$ cat src/rtl/axil_slave.sv
// axil_slave: AXI4-Lite slave bridging single transactions onto a simple
// RIB request/acknowledge master port. One outstanding transaction at a time;
// writes win over reads when both arrive in the same idle cycle.
// Optional build macro: AXIL_SLV_TIMEOUT_EN adds a bus-wait counter that ends
// an unacknowledged RIB access after TIMEOUT_CYCLES cycles with SLVERR.
module axil_slave #(
  parameter int C_S_AXI_ADDR_WIDTH = 32,
  parameter int C_S_AXI_DATA_WIDTH = 32,
  parameter int TIMEOUT_CYCLES     = 255
) (
  input  logic                          S_AXI_ACLK,
  input  logic                          S_AXI_ARESET,
  input  logic [C_S_AXI_ADDR_WIDTH-1:0] S_AXI_AWADDR,
  input  logic [2:0]                    S_AXI_AWPROT,
  input  logic                          S_AXI_AWVALID,
  output logic                          S_AXI_AWREADY,
  input  logic [31:0]                   S_AXI_WDATA,
  input  logic [3:0]                    S_AXI_WSTRB,
  input  logic                          S_AXI_WVALID,
  output logic                          S_AXI_WREADY,
  output logic [1:0]                    S_AXI_BRESP,
  output logic                          S_AXI_BVALID,
  input  logic                          S_AXI_BREADY,
  input  logic [C_S_AXI_ADDR_WIDTH-1:0] S_AXI_ARADDR,
  input  logic [2:0]                    S_AXI_ARPROT,
  input  logic                          S_AXI_ARVALID,
  output logic                          S_AXI_ARREADY,
  output logic [31:0]                   S_AXI_RDATA,
  output logic [1:0]                    S_AXI_RRESP,
  output logic                          S_AXI_RVALID,
  input  logic                          S_AXI_RREADY,
  output logic [31:0]                   m_addr_o,
  output logic [31:0]                   m_data_o,
  output logic [3:0]                    m_sel_o,
  output logic                          m_we_o,
  output logic                          m_req_o,
  input  logic [31:0]                   m_data_i,
  input  logic                          m_ack_i
);

  typedef enum logic [2:0] {
    ST_IDLE    = 3'd0,
    ST_WR_BUS  = 3'd1,
    ST_WR_RESP = 3'd2,
    ST_RD_BUS  = 3'd3,
    ST_RD_RESP = 3'd4
  } state_t;

  localparam logic [1:0] RESP_OKAY   = 2'b00;
  localparam logic [1:0] RESP_SLVERR = 2'b10;

  state_t state_r, next_state_s;

  logic                          aw_latched_r, w_latched_r;
  logic [C_S_AXI_ADDR_WIDTH-1:0] awaddr_r, araddr_r;
  logic [31:0]                   wdata_r;
  logic [3:0]                    wstrb_r;

  logic awready_s, wready_s, arready_s;
  logic aw_hs_s, w_hs_s, ar_hs_s, aw_have_s, w_have_s;
  logic [C_S_AXI_ADDR_WIDTH-1:0] wr_addr_s, rd_addr_s;
  logic [31:0] wr_data_s;
  logic [3:0]  wr_strb_s;
  logic        timeout_s;

  logic [31:0] m_addr_nxt_s, m_data_nxt_s, rdata_nxt_s;
  logic [3:0]  m_sel_nxt_s;
  logic        m_we_nxt_s, m_req_nxt_s, bvalid_nxt_s, rvalid_nxt_s;
  logic [1:0]  bresp_nxt_s, rresp_nxt_s;

  logic [31:0] m_addr_r, m_data_r, rdata_r;
  logic [3:0]  m_sel_r;
  logic        m_we_r, m_req_r, bvalid_r, rvalid_r;
  logic [1:0]  bresp_r, rresp_r;

  // Parameters and sideband inputs with no function in this bridge.
  logic unused_s;
  assign unused_s = ^{S_AXI_AWPROT, S_AXI_ARPROT, C_S_AXI_DATA_WIDTH[0], TIMEOUT_CYCLES[0]};

`ifdef AXIL_SLV_TIMEOUT_EN
  localparam int TO_W = $clog2(TIMEOUT_CYCLES + 1);
  localparam logic [TO_W-1:0] TO_LAST = TO_W'(TIMEOUT_CYCLES - 1);
  logic [TO_W-1:0] to_cnt_r;

  // Bus-wait counter: zero outside the bus states, counts each cycle spent waiting.
  always_ff @(posedge S_AXI_ACLK) begin
    if (S_AXI_ARESET) begin
      to_cnt_r <= {TO_W{1'b0}};
    end else if (state_r == ST_WR_BUS || state_r == ST_RD_BUS) begin
      to_cnt_r <= to_cnt_r + TO_W'(1);
    end else begin
      to_cnt_r <= {TO_W{1'b0}};
    end
  end

  // Timeout fires on the last allowed wait cycle unless the ack arrives then.
  always_comb begin
    timeout_s = 1'b0;
    if ((state_r == ST_WR_BUS || state_r == ST_RD_BUS) && !m_ack_i && to_cnt_r == TO_LAST) begin
      timeout_s = 1'b1;
    end else begin
      timeout_s = 1'b0;
    end
  end
`else
  assign timeout_s = 1'b0;
`endif

  // Channel readiness and handshakes; reads are only offered when no write is pending or arriving.
  always_comb begin
    awready_s = (state_r == ST_IDLE) && !aw_latched_r && !S_AXI_ARESET;
    wready_s  = (state_r == ST_IDLE) && !w_latched_r && !S_AXI_ARESET;
    arready_s = (state_r == ST_IDLE) && !aw_latched_r && !w_latched_r &&
                !S_AXI_AWVALID && !S_AXI_WVALID && !S_AXI_ARESET;
    aw_hs_s   = awready_s && S_AXI_AWVALID;
    w_hs_s    = wready_s && S_AXI_WVALID;
    ar_hs_s   = arready_s && S_AXI_ARVALID;
    aw_have_s = aw_latched_r || aw_hs_s;
    w_have_s  = w_latched_r || w_hs_s;
    wr_addr_s = aw_latched_r ? awaddr_r : S_AXI_AWADDR;
    wr_data_s = w_latched_r ? wdata_r : S_AXI_WDATA;
    wr_strb_s = w_latched_r ? wstrb_r : S_AXI_WSTRB;
    rd_addr_s = (state_r == ST_RD_BUS) ? araddr_r : S_AXI_ARADDR;
  end

  // State register.
  always_ff @(posedge S_AXI_ACLK) begin
    if (S_AXI_ARESET) begin
      state_r <= ST_IDLE;
    end else begin
      state_r <= next_state_s;
    end
  end

  // Next-state logic.
  always_comb begin
    next_state_s = state_r;
    case (state_r)
      ST_IDLE: begin
        if (aw_have_s && w_have_s) begin
          next_state_s = ST_WR_BUS;
        end else if (ar_hs_s) begin
          next_state_s = ST_RD_BUS;
        end else begin
          next_state_s = ST_IDLE;
        end
      end
      ST_WR_BUS: begin
        if (m_ack_i || timeout_s) next_state_s = ST_WR_RESP;
        else                      next_state_s = ST_WR_BUS;
      end
      ST_WR_RESP: begin
        if (S_AXI_BREADY) next_state_s = ST_IDLE;
        else              next_state_s = ST_WR_RESP;
      end
      ST_RD_BUS: begin
        if (m_ack_i || timeout_s) next_state_s = ST_RD_RESP;
        else                      next_state_s = ST_RD_BUS;
      end
      ST_RD_RESP: begin
        if (S_AXI_RREADY) next_state_s = ST_IDLE;
        else              next_state_s = ST_RD_RESP;
      end
      default: next_state_s = ST_IDLE;
    endcase
  end

  // Next values of all registered outputs, derived from the upcoming state.
  always_comb begin
    m_req_nxt_s  = 1'b0;
    m_we_nxt_s   = 1'b0;
    m_addr_nxt_s = 32'h0000_0000;
    m_data_nxt_s = 32'h0000_0000;
    m_sel_nxt_s  = 4'h0;
    bvalid_nxt_s = (next_state_s == ST_WR_RESP);
    rvalid_nxt_s = (next_state_s == ST_RD_RESP);
    bresp_nxt_s  = RESP_OKAY;
    rresp_nxt_s  = RESP_OKAY;
    rdata_nxt_s  = 32'h0000_0000;
    case (next_state_s)
      ST_WR_BUS: begin
        m_req_nxt_s  = 1'b1;
        m_we_nxt_s   = 1'b1;
        m_addr_nxt_s = 32'(wr_addr_s);
        m_data_nxt_s = wr_data_s;
        m_sel_nxt_s  = wr_strb_s;
      end
      ST_RD_BUS: begin
        m_req_nxt_s  = 1'b1;
        m_addr_nxt_s = 32'(rd_addr_s);
        m_sel_nxt_s  = 4'hF;
      end
      ST_WR_RESP: begin
        if (state_r == ST_WR_BUS) begin
          bresp_nxt_s = m_ack_i ? RESP_OKAY : RESP_SLVERR;
        end else begin
          bresp_nxt_s = bresp_r;
        end
      end
      ST_RD_RESP: begin
        if (state_r == ST_RD_BUS) begin
          rresp_nxt_s = m_ack_i ? RESP_OKAY : RESP_SLVERR;
          rdata_nxt_s = m_ack_i ? m_data_i : 32'h0000_0000;
        end else begin
          rresp_nxt_s = rresp_r;
          rdata_nxt_s = rdata_r;
        end
      end
      default: begin
        m_req_nxt_s = 1'b0;
      end
    endcase
  end

  // Output registers.
  always_ff @(posedge S_AXI_ACLK) begin
    if (S_AXI_ARESET) begin
      m_req_r  <= 1'b0;
      m_we_r   <= 1'b0;
      m_addr_r <= 32'h0000_0000;
      m_data_r <= 32'h0000_0000;
      m_sel_r  <= 4'h0;
      bvalid_r <= 1'b0;
      rvalid_r <= 1'b0;
      bresp_r  <= 2'b00;
      rresp_r  <= 2'b00;
      rdata_r  <= 32'h0000_0000;
    end else begin
      m_req_r  <= m_req_nxt_s;
      m_we_r   <= m_we_nxt_s;
      m_addr_r <= m_addr_nxt_s;
      m_data_r <= m_data_nxt_s;
      m_sel_r  <= m_sel_nxt_s;
      bvalid_r <= bvalid_nxt_s;
      rvalid_r <= rvalid_nxt_s;
      bresp_r  <= bresp_nxt_s;
      rresp_r  <= rresp_nxt_s;
      rdata_r  <= rdata_nxt_s;
    end
  end

  // Write-address/data and read-address holding registers; write latches clear when the response is taken.
  always_ff @(posedge S_AXI_ACLK) begin
    if (S_AXI_ARESET) begin
      aw_latched_r <= 1'b0;
      w_latched_r  <= 1'b0;
      awaddr_r     <= {C_S_AXI_ADDR_WIDTH{1'b0}};
      araddr_r     <= {C_S_AXI_ADDR_WIDTH{1'b0}};
      wdata_r      <= 32'h0000_0000;
      wstrb_r      <= 4'h0;
    end else begin
      if (aw_hs_s) begin
        aw_latched_r <= 1'b1;
        awaddr_r     <= S_AXI_AWADDR;
      end else if (state_r == ST_WR_RESP && S_AXI_BREADY) begin
        aw_latched_r <= 1'b0;
      end
      if (w_hs_s) begin
        w_latched_r <= 1'b1;
        wdata_r     <= S_AXI_WDATA;
        wstrb_r     <= S_AXI_WSTRB;
      end else if (state_r == ST_WR_RESP && S_AXI_BREADY) begin
        w_latched_r <= 1'b0;
      end
      if (ar_hs_s) begin
        araddr_r <= S_AXI_ARADDR;
      end
    end
  end

  assign S_AXI_AWREADY = awready_s;
  assign S_AXI_WREADY  = wready_s;
  assign S_AXI_ARREADY = arready_s;
  assign S_AXI_BVALID  = bvalid_r;
  assign S_AXI_BRESP   = bresp_r;
  assign S_AXI_RVALID  = rvalid_r;
  assign S_AXI_RRESP   = rresp_r;
  assign S_AXI_RDATA   = rdata_r;
  assign m_req_o       = m_req_r;
  assign m_we_o        = m_we_r;
  assign m_addr_o      = m_addr_r;
  assign m_data_o      = m_data_r;
  assign m_sel_o       = m_sel_r;

endmodule

$ cat config.mk
export PLATFORM = sky130hd
export DESIGN_NAME = axil_slave
export DESIGN_NICKNAME = d
export VERILOG_FILES = /design/src/rtl/axil_slave.sv
export SDC_FILE = /design/constraint.sdc
export NUM_CORES = 1
export LEC_CHECK = 0
export ABC_AREA = 1
export CORE_MARGIN = 5
export CORE_UTILIZATION = 30
export CTS_BUF_LIST = sky130_fd_sc_hd__clkbuf_4
export CTS_CLUSTER_DIAMETER = 200
export DETAILED_ROUTE_END_ITERATION = 8
export PLACE_DENSITY = 0.54
export SLEW_MARGIN = 20
export SYNTH_ARGS = -nofsm -noshare
export SYNTH_HDL_FRONTEND = slang
export SYNTH_SLANG_ARGS = --single-unit
export TNS_END_PERCENT = 1
$ cat constraint.sdc
create_clock -name S_AXI_ACLK -period 2.1 [get_ports S_AXI_ACLK]
set_clock_uncertainty 0.05 [all_clocks]
set_input_delay 0.315 -clock S_AXI_ACLK [delete_from_list [all_inputs] [get_ports S_AXI_ACLK]]
set_output_delay 0.315 -clock S_AXI_ACLK [all_outputs]
set_load 0.02 [all_outputs]
==> out/qor.txt, run 1 <==
DIE
-----------------------------------------------------------------------------------------------
Num ports                                                                                   257
Core Region                                                                        27,800 sq um
Overall die width                                                                        178 um
Floorplan die area                                                                 31,500 sq um
Initial core utilization                                                                  30.3%
Core Rows                                                                                    61
Die extent in y                                                                          178 um

CRITICAL PATH
-----------------------------------------------------------------------------------------------
Critical path data required time                                                        1.74 ns
Length in cells of the worst reg-to-reg path                                                  7
Top Family by Delay on Critical Path                                               buffers and inverters
Crit path cell chain                                                               clkdlybuf4s50_1
Largest driver fanout on the critical path                                                    1
Delay of the slowest cell on the worst path                                             0.62 ns
Type of element launching the critical path                                           flip-flop
End of the worst register-to-register path                                         m_sel_o[1]$_SDFF_PP0_
Max stage delay cell, worst path                                                   clkdlybuf4s50_1
Launch point of the worst reg-to-reg path                                          aw_latched_r$_SDFFE_PP0P_
Class of the most critical setup path                                                reg -> out
Worst setup EP type                                                                primary output
Number of buffers and inverters on the critical path                                          1
Worst endpoint data arrival time                                                        1.64 ns
Crit path from                                                                     m_addr_o[3]$_SDFF_PP0_
Internal reg-to-reg setup slack                                                         0.22 ns

STA
-----------------------------------------------------------------------------------------------
Time the final worst path needs with I/O delays and setup                               2.00 ns
Least-Margin Pin Slew                                                                  0.630 ns
Number of slew-limit violations in the final report                                           0
Worst relative slew slack                                                                 58.0%
Period utilization                                                                        95.2%
Final Setup Violations                                                                        0
Final Hold Vio Count                                                                          0
Maximum operating frequency                                                             500 MHz
Setup TNS after final layout                                                               0 ns
Hold_ws                                                                                0.176 ns
Setup WS post-layout                                                                  0.0998 ns
RSZ-0062 raised after global routing                                                       true

GLOBAL ROUTING
-----------------------------------------------------------------------------------------------
Met3 capacity usage during global routing                                                 5.22%
Overall overflow remaining after global route                                                 0
Most Crowded Layer GR                                                                      met2
Antenna violations before repair                                                              3
Met1 demand-to-capacity share in global routing                                           20.7%
Via count of the first global-routing pass                                                7,558
Total Routing Usage GR                                                                    16.1%
Largest net degree at the start of global routing                                           111
Global-route wire length before repair                                                40,800 um
Global-route met2 utilization                                                             25.6%

PWR
-----------------------------------------------------------------------------------------------
Switching part of the total power                                                         27.4%
Clk network pwr share                                                                     39.1%
Ratio of total power to cell area                                                   779 nW/um^2
Switching Power                                                                         2.62 mW
Internal portion of total power                                                         6.94 mW
Fraction of power consumed by combinational cells                                         15.7%
Worst VDD drop                                                                         0.319 mV
Leakage power total                                                                     4.97 nW
Share of power burned in registers                                                        45.2%

PLACEMENT
-----------------------------------------------------------------------------------------------
Worst setup slack before clock tree synthesis                                        -0.0955 ns
Port Buffers                                                                                248
Post-placement cell count                                                                 1,670
Detailed placer's ending HPWL                                                         17,600 um
Final estimated routing congestion in global placement                                    0.777

YOSYS
-----------------------------------------------------------------------------------------------
Share of flip-flops with an asynchronous set or reset after synthesis                        0%
Flops & latches, synth                                                                      211
Mapped Cells                                                                              1,088
Cell Area, Synth                                                                     8430 sq um
EDFF count, synth                                                                             0
Sequential fraction of the synthesis area                                                 50.1%
Count of unique library cells instantiated by Yosys                                          29
YS warnings                                                                                   0
Ys flop type                                                                            dfxtp_1
Average cell area after synthesis                                                    7.75 sq um

FINISH
-----------------------------------------------------------------------------------------------
Top library cells by usage in the layout, fill and taps aside                      clkdlybuf4s50_1, dfxtp_1, o21ai_0
Post-layout utilization of the core                                                       44.1%
Net count, final                                                                          1,504
Most common library cell in the layout ignoring fill and taps                      clkdlybuf4s50_1
Non-filler instance count after layout                                                    1,784
Register Area                                                                        4230 sq um
Area growth syn-to-layout                                                                 45.4%
Number of fill cells                                                                      2,883
Fraction of layout instances using a drive strength above 1                               12.9%
Area of the multi-input gates                                                        3410 sq um

DETAILED ROUTING
-----------------------------------------------------------------------------------------------
DRT Wirelength                                                                        26,100 um
Violation count after the first detailed-route iteration                                    378
Per-cell via count in the routed design                                                    4.50
Number of nets with antenna violations after routing                                          0
DRC violation count after routing                                                             0
Router iterations before antenna repair                                                       5
Vias post-DR                                                                              8,020
Average wire per standard cell                                                          14.6 um

CLOCK NETWORK
-----------------------------------------------------------------------------------------------
Max clock buf depth                                                                           3
Skew-Pair Late Insertion Delay                                                          0.67 ns
TritonCTS Buffers                                                                            59
CTS tree                                                                                  built
Count of H-tree levels built during CTS                                                       2
Post-CTS Hold Buffers                                                                         0
Clk sinks                                                                                   211
Clock input transition at the sequential cells of the worst setup and hold paths        0.06 ns
Root Buffer Master                                                                     clkbuf_4

HOLD PATH
-----------------------------------------------------------------------------------------------
Beginning of the worst hold path                                                   m_data_i[29]
Class of the tightest hold or removal check                                           in -> reg
Number of stages on the worst hold path                                                       3
Worst hold endpoint                                                                S_AXI_RDATA[29]$_SDFFE_PP0P_

RUN
-----------------------------------------------------------------------------------------------
Total of max-cap violations                                                                   0

OUTCOME
-----------------------------------------------------------------------------------------------
Result of the run                                                                     completed

[worst max-delay path by stage]
stage                     slack [ns]                      end  cells after the start
final                            0.1              m_addr_o[3]                      1
after floorplan                 0.52  m_addr_o[12]$_SDFF_PP0_                     11
after CTS                      -0.02            S_AXI_ARREADY                      6
after global routing           -0.02            S_AXI_ARREADY                      6
after global placement         -0.07   m_data_o[5]$_SDFF_PP0_                     10
after detailed placement        -0.1  m_data_o[20]$_SDFF_PP0_                     10
[Yosys cell counts (2+ instances only)]
| cell type | n | area (sq um) |
|---|---|---|
| nand3_1 | 118 | 591 |
| buf_6 | 6 | 67.6 |
| dfxtp_1 | 211 | 4220 |
| nor2_8 | 2 | 40.0 |
| nor2_1 | 81 | 304 |
| nand2_4 | 5 | 56.3 |
| mux2i_1 | 14 | 140 |
| nand2_2 | 2 | 12.5 |
| nand2_1 | 141 | 529 |
| buf_2 | 19 | 95.1 |
| inv_1 | 95 | 357 |
| inv_2 | 4 | 15.0 |
| o21ai_0 | 186 | 931 |
| clkbuf_1 | 53 | 199 |
| buf_1 | 3 | 11.3 |
| a21oi_1 | 119 | 596 |
| buf_4 | 6 | 45.0 |
| nand3_2 | 12 | 120 |
[registers in the layout, indices dropped and copies added, names as in the netlist]
register / count
m_req_o: 1
wdata_r: 32
S_AXI_BRESP: 1
w_latched_r: 1
m_we_o: 1
m_data_o: 32
m_sel_o: 4
state_r: 3
S_AXI_RVALID: 1
araddr_r: 32
wstrb_r: 4
aw_latched_r: 1
S_AXI_RDATA: 32
awaddr_r: 32
S_AXI_RRESP: 1
m_addr_o: 32
S_AXI_BVALID: 1
[power by group through the flow]
stage               clock (mW)  combinational [mW]  sequential, mW
floorplan                    0               0.712            4.48
global placement             0                1.48            4.40
detailed placement           0                1.50            4.41
CTS                       3.91                1.51            4.32
global route              4.13                1.65            4.34
finish                    3.74                1.50            4.32
[per-layer routing]
layer / share of wire (%) / vias up / wire length, um
li1: - / 4149 / -
met1: 45 / 3592 / 11600
met2: 46 / 234 / 11900
met3: 7.6 / 43 / 1980
met4: 2.0 / 2 / 527
met5: 0.077 / - / 20
[metrics by stage]
| stage | cell area, sq um | power (mW) |
|---|---|---|
| detailed placement | 11400 | 5.90 |
| floorplan | 8430 | 5.19 |
| global placement | 11400 | 5.89 |
| finish | 12300 | 9.55 |
| CTS | 12200 | 9.73 |
| global route | 12300 | 10.1 |
[area by class of cell]
class	count	area share [%]
Antenna cell	2	0.0408
Clock buffer	94	5.76
Clock inverter	13	0.449
Inverter	100	3.09
Multi-Input combinational cell	691	27.9
Sequential cell	211	34.5
Tap cell	378	3.86
Timing Repair Buffer	295	24.4
[cell families after synthesis]
logic type      share of synthesized area (%)
buf+inv                                  9.41
simple gates                             20.3
flops                                    50.1
mux                                      1.66
other cells                            0.0445
compound gates                           18.5
[tightest hold or removal path: stages]
cell             delay [ns]
clkdlybuf4s50_1        0.39
nand3_1                0.08
a21oi_1                0.06
[what timing repair did]
| item | CTS | global route |
|---|---|---|
| setup buffers | 2 | 3 |
| endpoints found under the setup margin | 4 | 12 |
| resized for setup | 15 | 14 |
| pin swaps | 2 | 2 |
(Power assumes the default switching activity.)
==> inputs of run 2 (changes only) <==
HOLD_SLACK_MARGIN = 0.06   (was unset)
TNS_END_PERCENT = unset   (was 1)
==> out/qor.txt, run 2 (synthesis gave the netlist of run 1 again) <==
OUTCOME
-----------------------------------------------------------------------------------------------
Result of the run                                                                     completed

DETAILED ROUTING
-----------------------------------------------------------------------------------------------
Number of nets with antenna violations after routing                                          0
Met3 wire length                                                                        2020 um
DRT Wirelength                                                                        26,000 um
Router iterations before antenna repair                                                       4
Violation count after the first detailed-route iteration                                    372
Top layer in use                                                                           met5
DRC violation count after routing                                                             0
Vias post-DR                                                                              8,010
Average wire per standard cell                                                          14.6 um
Wire length the detailed router placed on met1                                        11,600 um
Per-cell via count in the routed design                                                    4.49
Met2 wire len                                                                         11,900 um

GLOBAL ROUTING
-----------------------------------------------------------------------------------------------
Via count of the first global-routing pass                                                7,558
Antenna violations before repair                                                              3
Largest net degree at the start of global routing                                           111
Global-route wire length before repair                                                40,800 um
Total Routing Usage GR                                                                    16.1%
Overall overflow remaining after global route                                                 0

STA
-----------------------------------------------------------------------------------------------
Final Hold Vio Count                                                                          0
Period utilization                                                                        95.1%
Final Setup Violations                                                                        0
Maximum operating frequency                                                             501 MHz
Hold_ws                                                                                0.176 ns
Number of slew-limit violations in the final report                                           0
Setup TNS after final layout                                                               0 ns
Setup WS post-layout                                                                   0.102 ns
Time the final worst path needs with I/O delays and setup                               2.00 ns
Worst relative slew slack                                                                 58.7%
RSZ-0062 raised after global routing                                                       true
Least-Margin Pin Slew                                                                  0.619 ns

CRITICAL PATH
-----------------------------------------------------------------------------------------------
Launch point of the worst reg-to-reg path                                          aw_latched_r$_SDFFE_PP0P_
Internal reg-to-reg setup slack                                                         0.24 ns
Worst endpoint data arrival time                                                        1.63 ns
Worst setup EP type                                                                primary output
Number of buffers and inverters on the critical path                                          1
Top Family by Delay on Critical Path                                               buffers and inverters
Largest driver fanout on the critical path                                                    1
Stages on worst setup path                                                                    1
Type of element launching the critical path                                           flip-flop
Delay of the slowest cell on the worst path                                             0.62 ns
Class of the most critical setup path                                                reg -> out
Max stage delay cell, worst path                                                   clkdlybuf4s50_1
End of the worst register-to-register path                                         m_sel_o[3]$_SDFF_PP0_
Length in cells of the worst reg-to-reg path                                                  7
Critical path data required time                                                        1.74 ns
Crit path cell chain                                                               clkdlybuf4s50_1

DIE
-----------------------------------------------------------------------------------------------
Num ports                                                                                   257
Initial core utilization                                                                  30.3%
Core Rows                                                                                    61
Floorplan die area                                                                 31,500 sq um
Overall die width                                                                        178 um
Core Region                                                                        27,800 sq um
Die extent in y                                                                          178 um

HOLD PATH
-----------------------------------------------------------------------------------------------
Beginning of the worst hold path                                                   m_data_i[21]
Number of stages on the worst hold path                                                       3
Worst hold endpoint                                                                S_AXI_RDATA[21]$_SDFFE_PP0P_
Class of the tightest hold or removal check                                           in -> reg

CLOCK NETWORK
-----------------------------------------------------------------------------------------------
Count of H-tree levels built during CTS                                                       2
TritonCTS Buffers                                                                            59
Clock input transition at the sequential cells of the worst setup and hold paths        0.07 ns
Root Buffer Master                                                                     clkbuf_4
Clk sinks                                                                                   211
Skew-Pair Late Insertion Delay                                                          0.67 ns
CTS tree                                                                                  built
Max clock buf depth                                                                           3

PLACEMENT
-----------------------------------------------------------------------------------------------
Detailed placer's ending HPWL                                                         17,600 um
Worst setup slack before clock tree synthesis                                        -0.0955 ns
Final estimated routing congestion in global placement                                    0.777
Port Buffers                                                                                248

FINISH
-----------------------------------------------------------------------------------------------
Fraction of layout instances using a drive strength above 1                               12.9%
Top library cells by usage in the layout, fill and taps aside                      clkdlybuf4s50_1, dfxtp_1, o21ai_0
Net count, final                                                                          1,504
Area growth syn-to-layout                                                                 45.4%
Post-layout utilization of the core                                                       44.1%
Number of fill cells                                                                      2,884
Most common library cell in the layout ignoring fill and taps                      clkdlybuf4s50_1

RUN
-----------------------------------------------------------------------------------------------
Total of max-cap violations                                                                   0

PWR
-----------------------------------------------------------------------------------------------
Overall Power                                                                           9.54 mW
Ratio of total power to cell area                                                   779 nW/um^2
Worst VDD drop                                                                         0.319 mV
Leakage power total                                                                     4.97 nW

run 2: cell types whose count changed in the layout (fill, tap and decap cells not counted):
cell,before,now
buf_2,1,2
buf_4,37,36
inv_2,4,5
inv_4,1,0
run 2: per-layer routing:
metal | GRT usage, % | vias to the layer above
li1 | - | 4149
met1 | 20.7 | 3585
met2 | 25.6 | 230
met3 | 5.22 | 44
met4 | 5.09 | 2
met5 | 0 | -
run 2: final cells by class:
cell class	count	area [sq um]	area share [%]
timing repair buffer	295	2990	24.4
inverter	100	377	3.07
sequential	211	4230	34.5
clock inverter	13	55.1	0.449
antenna	2	5.00	0.0409
tap	378	473	3.86
multi-input combinational	691	3410	27.9
clock buffer	94	706	5.76
run 2: worst max path at each step:
stage / startpoint / end
final: m_addr_o[6]$_SDFF_PP0_ / m_addr_o[6]
after global placement: S_AXI_ARESET / m_data_o[5]$_SDFF_PP0_
after CTS: S_AXI_RDATA[19]$_SDFFE_PP0P_ / S_AXI_RDATA[19]
after detailed placement: S_AXI_ARESET / m_data_o[20]$_SDFF_PP0_
after global routing: state_r[1]$_SDFF_PP0_ / S_AXI_ARREADY
after floorplan: state_r[1]$_SDFF_PP0_ / m_addr_o[12]$_SDFF_PP0_
run 2: worst min-delay path, cell delays in order:
cell and delay, ns:
clkdlybuf4s50_1 0.40, nand3_1 0.08, a21oi_1 0.06
run 2: per-stage QoR:
step	instances	cell area [sq um]
4_1_cts	1780	12200
3_5_place_dp	1670	11400
6_report	1784	12300
2_1_floorplan	1089	8430
5_1_grt	1784	12300
3_3_place_gp	1670	11400
run 2: power breakdown:
group          total [mW]  switching, mW  leakage, nW  internal (mW)
combinational        1.49          0.803         2.79          0.689
clock                3.73           1.72        0.458           2.02
sequential           4.32         0.0881         1.72           4.23
run 2: repair_timing:
item,in CTS,in global routing
endpoints found under the setup margin,4,12
pin swaps,2,2
buffers inserted,3,2
resized for setup,15,12
hold buffers,0,0
endpoints found under the hold margin,0,0
==> inputs of run 3 (changes only) <==
CTS_BUF_LIST = unset   (was sky130_fd_sc_hd__clkbuf_4)
SETUP_SLACK_MARGIN = 0.02   (was unset)
==> out/qor.txt, run 3 (synthesis gave the netlist of run 1 again) <==
OUTCOME
-----------------------------------------------------------------------------------------------
Result of the run                                                                     completed

GLOBAL ROUTING
-----------------------------------------------------------------------------------------------
Via count of the first global-routing pass                                                7,311
Global-route wire length before repair                                                40,200 um
Overall overflow remaining after global route                                                 0
Antenna violations before repair                                                              2
Largest net degree at the start of global routing                                           111
Total Routing Usage GR                                                                    15.7%

DETAILED ROUTING
-----------------------------------------------------------------------------------------------
Router iterations before antenna repair                                                       5
DRT Wirelength                                                                        25,600 um
Number of nets with antenna violations after routing                                          0
Average wire per standard cell                                                          14.9 um
DRC violation count after routing                                                             0
Violation count after the first detailed-route iteration                                    473
Vias post-DR                                                                              7,763
Per-cell via count in the routed design                                                    4.52

DIE
-----------------------------------------------------------------------------------------------
Floorplan die area                                                                 31,500 sq um
Initial core utilization                                                                  30.3%
Num ports                                                                                   257
Core Rows                                                                                    61
Die extent in y                                                                          178 um
Core Region                                                                        27,800 sq um
Overall die width                                                                        178 um

STA
-----------------------------------------------------------------------------------------------
RSZ-0062 raised after global routing                                                      false
Period utilization                                                                        94.0%
Final Setup Violations                                                                        0
Time the final worst path needs with I/O delays and setup                               1.97 ns
Worst relative slew slack                                                                 58.9%
Least-Margin Pin Slew                                                                  0.617 ns
Final Hold Vio Count                                                                          0
Number of slew-limit violations in the final report                                           0
Maximum operating frequency                                                             506 MHz

CRITICAL PATH
-----------------------------------------------------------------------------------------------
Worst setup EP type                                                                primary output
Largest driver fanout on the critical path                                                    4
Type of element launching the critical path                                           flip-flop
Worst endpoint data arrival time                                                        1.61 ns
Class of the most critical setup path                                                reg -> out
Critical path data required time                                                        1.74 ns

PWR
-----------------------------------------------------------------------------------------------
Leakage power total                                                                     4.71 nW
Overall Power                                                                           10.4 mW
Worst VDD drop                                                                         0.505 mV
Ratio of total power to cell area                                                   845 nW/um^2

FINISH
-----------------------------------------------------------------------------------------------
Area growth syn-to-layout                                                                 45.9%
Post-layout utilization of the core                                                       44.3%
Most common library cell in the layout ignoring fill and taps                      clkdlybuf4s50_1
Net count, final                                                                          1,465
Fraction of layout instances using a drive strength above 1                               8.98%
Non-filler instance count after layout                                                    1,716
Number of fill cells                                                                      2,829
Top library cells by usage in the layout, fill and taps aside                      clkdlybuf4s50_1, dfxtp_1, o21ai_0

PLACEMENT
-----------------------------------------------------------------------------------------------
Port Buffers                                                                                248
Post-placement cell count                                                                 1,670
Final estimated routing congestion in global placement                                    0.777
Detailed placer's ending HPWL                                                         17,600 um

CLOCK NETWORK
-----------------------------------------------------------------------------------------------
Clock input transition at the sequential cells of the worst setup and hold paths        0.06 ns
Root Buffer Master                                                                    clkbuf_16
Skew-Pair Late Insertion Delay                                                          0.51 ns
Count of H-tree levels built during CTS                                                       1
Clk sinks                                                                                   211
Max clock buf depth                                                                           3
CTS tree                                                                                  built
TritonCTS Buffers                                                                            25

RUN
-----------------------------------------------------------------------------------------------
Total of max-cap violations                                                                   0

HOLD PATH
-----------------------------------------------------------------------------------------------
Class of the tightest hold or removal check                                           in -> reg

run 3: final timing paths:
kind | slack (ns) | depth (start not counted) | endpoint | from
setup / recovery | 0.13 | 6 | S_AXI_ARREADY | state_r[0]$_SDFF_PP0_
hold / removal | 0.33 | 3 | S_AXI_RDATA[20]$_SDFFE_PP0P_ | m_data_i[20]
setup reg to reg | 0.26 | 11 | m_data_o[20]$_SDFF_PP0_ | state_r[2]$_SDFF_PP0_
hold reg to reg | 0.40 | 2 | awaddr_r[31]$_SDFFE_PP0P_ | awaddr_r[31]$_SDFFE_PP0P_
run 3: stage by stage:
step	setup slack [ns]	hold slack (ns)	cell area, sq um	setup TNS (ns)
after floorplan	0.517	0.375	8430	0
after global placement	-0.0668	0.388	11400	-2.90
after global routing	0.0205	0.315	12300	0
final	0.125	0.326	12300	0
after CTS	0.0296	0.299	12300	0
after detailed placement	-0.0955	0.392	11400	-3.79
run 3: per-layer routing:
layer  track usage (%)  wire (um)
met5                 0         20
met2              25.6      11600
met1              20.8      11600
met3              4.41       1950
met4              3.42        323
run 3: timing repair:
| action | CTS | global route |
|---|---|---|
| endpoints found under the setup margin | 2 | 3 |
| hold buffers | 0 | 0 |
| setup buffers | 0 | 0 |
| cloned | 0 | 0 |
| pin swaps | 0 | 1 |
| gates resized for setup | 2 | 5 |
run 3: area by class of cell:
class | count | area, sq um | share of cell area [%]
clock inverters | 11 | 164 | 1.33
diodes | 1 | 2.50 | 0.0203
inverters | 100 | 377 | 3.06
flip-flops and latches | 211 | 4230 | 34.4
clock buffers | 34 | 719 | 5.85
multi-input cells | 691 | 3410 | 27.8
repair buffers | 290 | 2920 | 23.8
well taps | 378 | 473 | 3.85
run 3: where the power goes:
group          switching [mW]  internal, mW
clock                    1.71          2.88
combinational           0.800         0.678
sequential             0.0881          4.23
total                    2.60          7.79
run 3: worst max-delay path, cell delays in order, from the launching register on:
cell and delay [ns]:
dfxtp_1 0.37, nor2_4 0.17, nand2_2 0.07, inv_2 0.10
nand2_4 0.07, nor2_8 0.13, buf_4 0.19
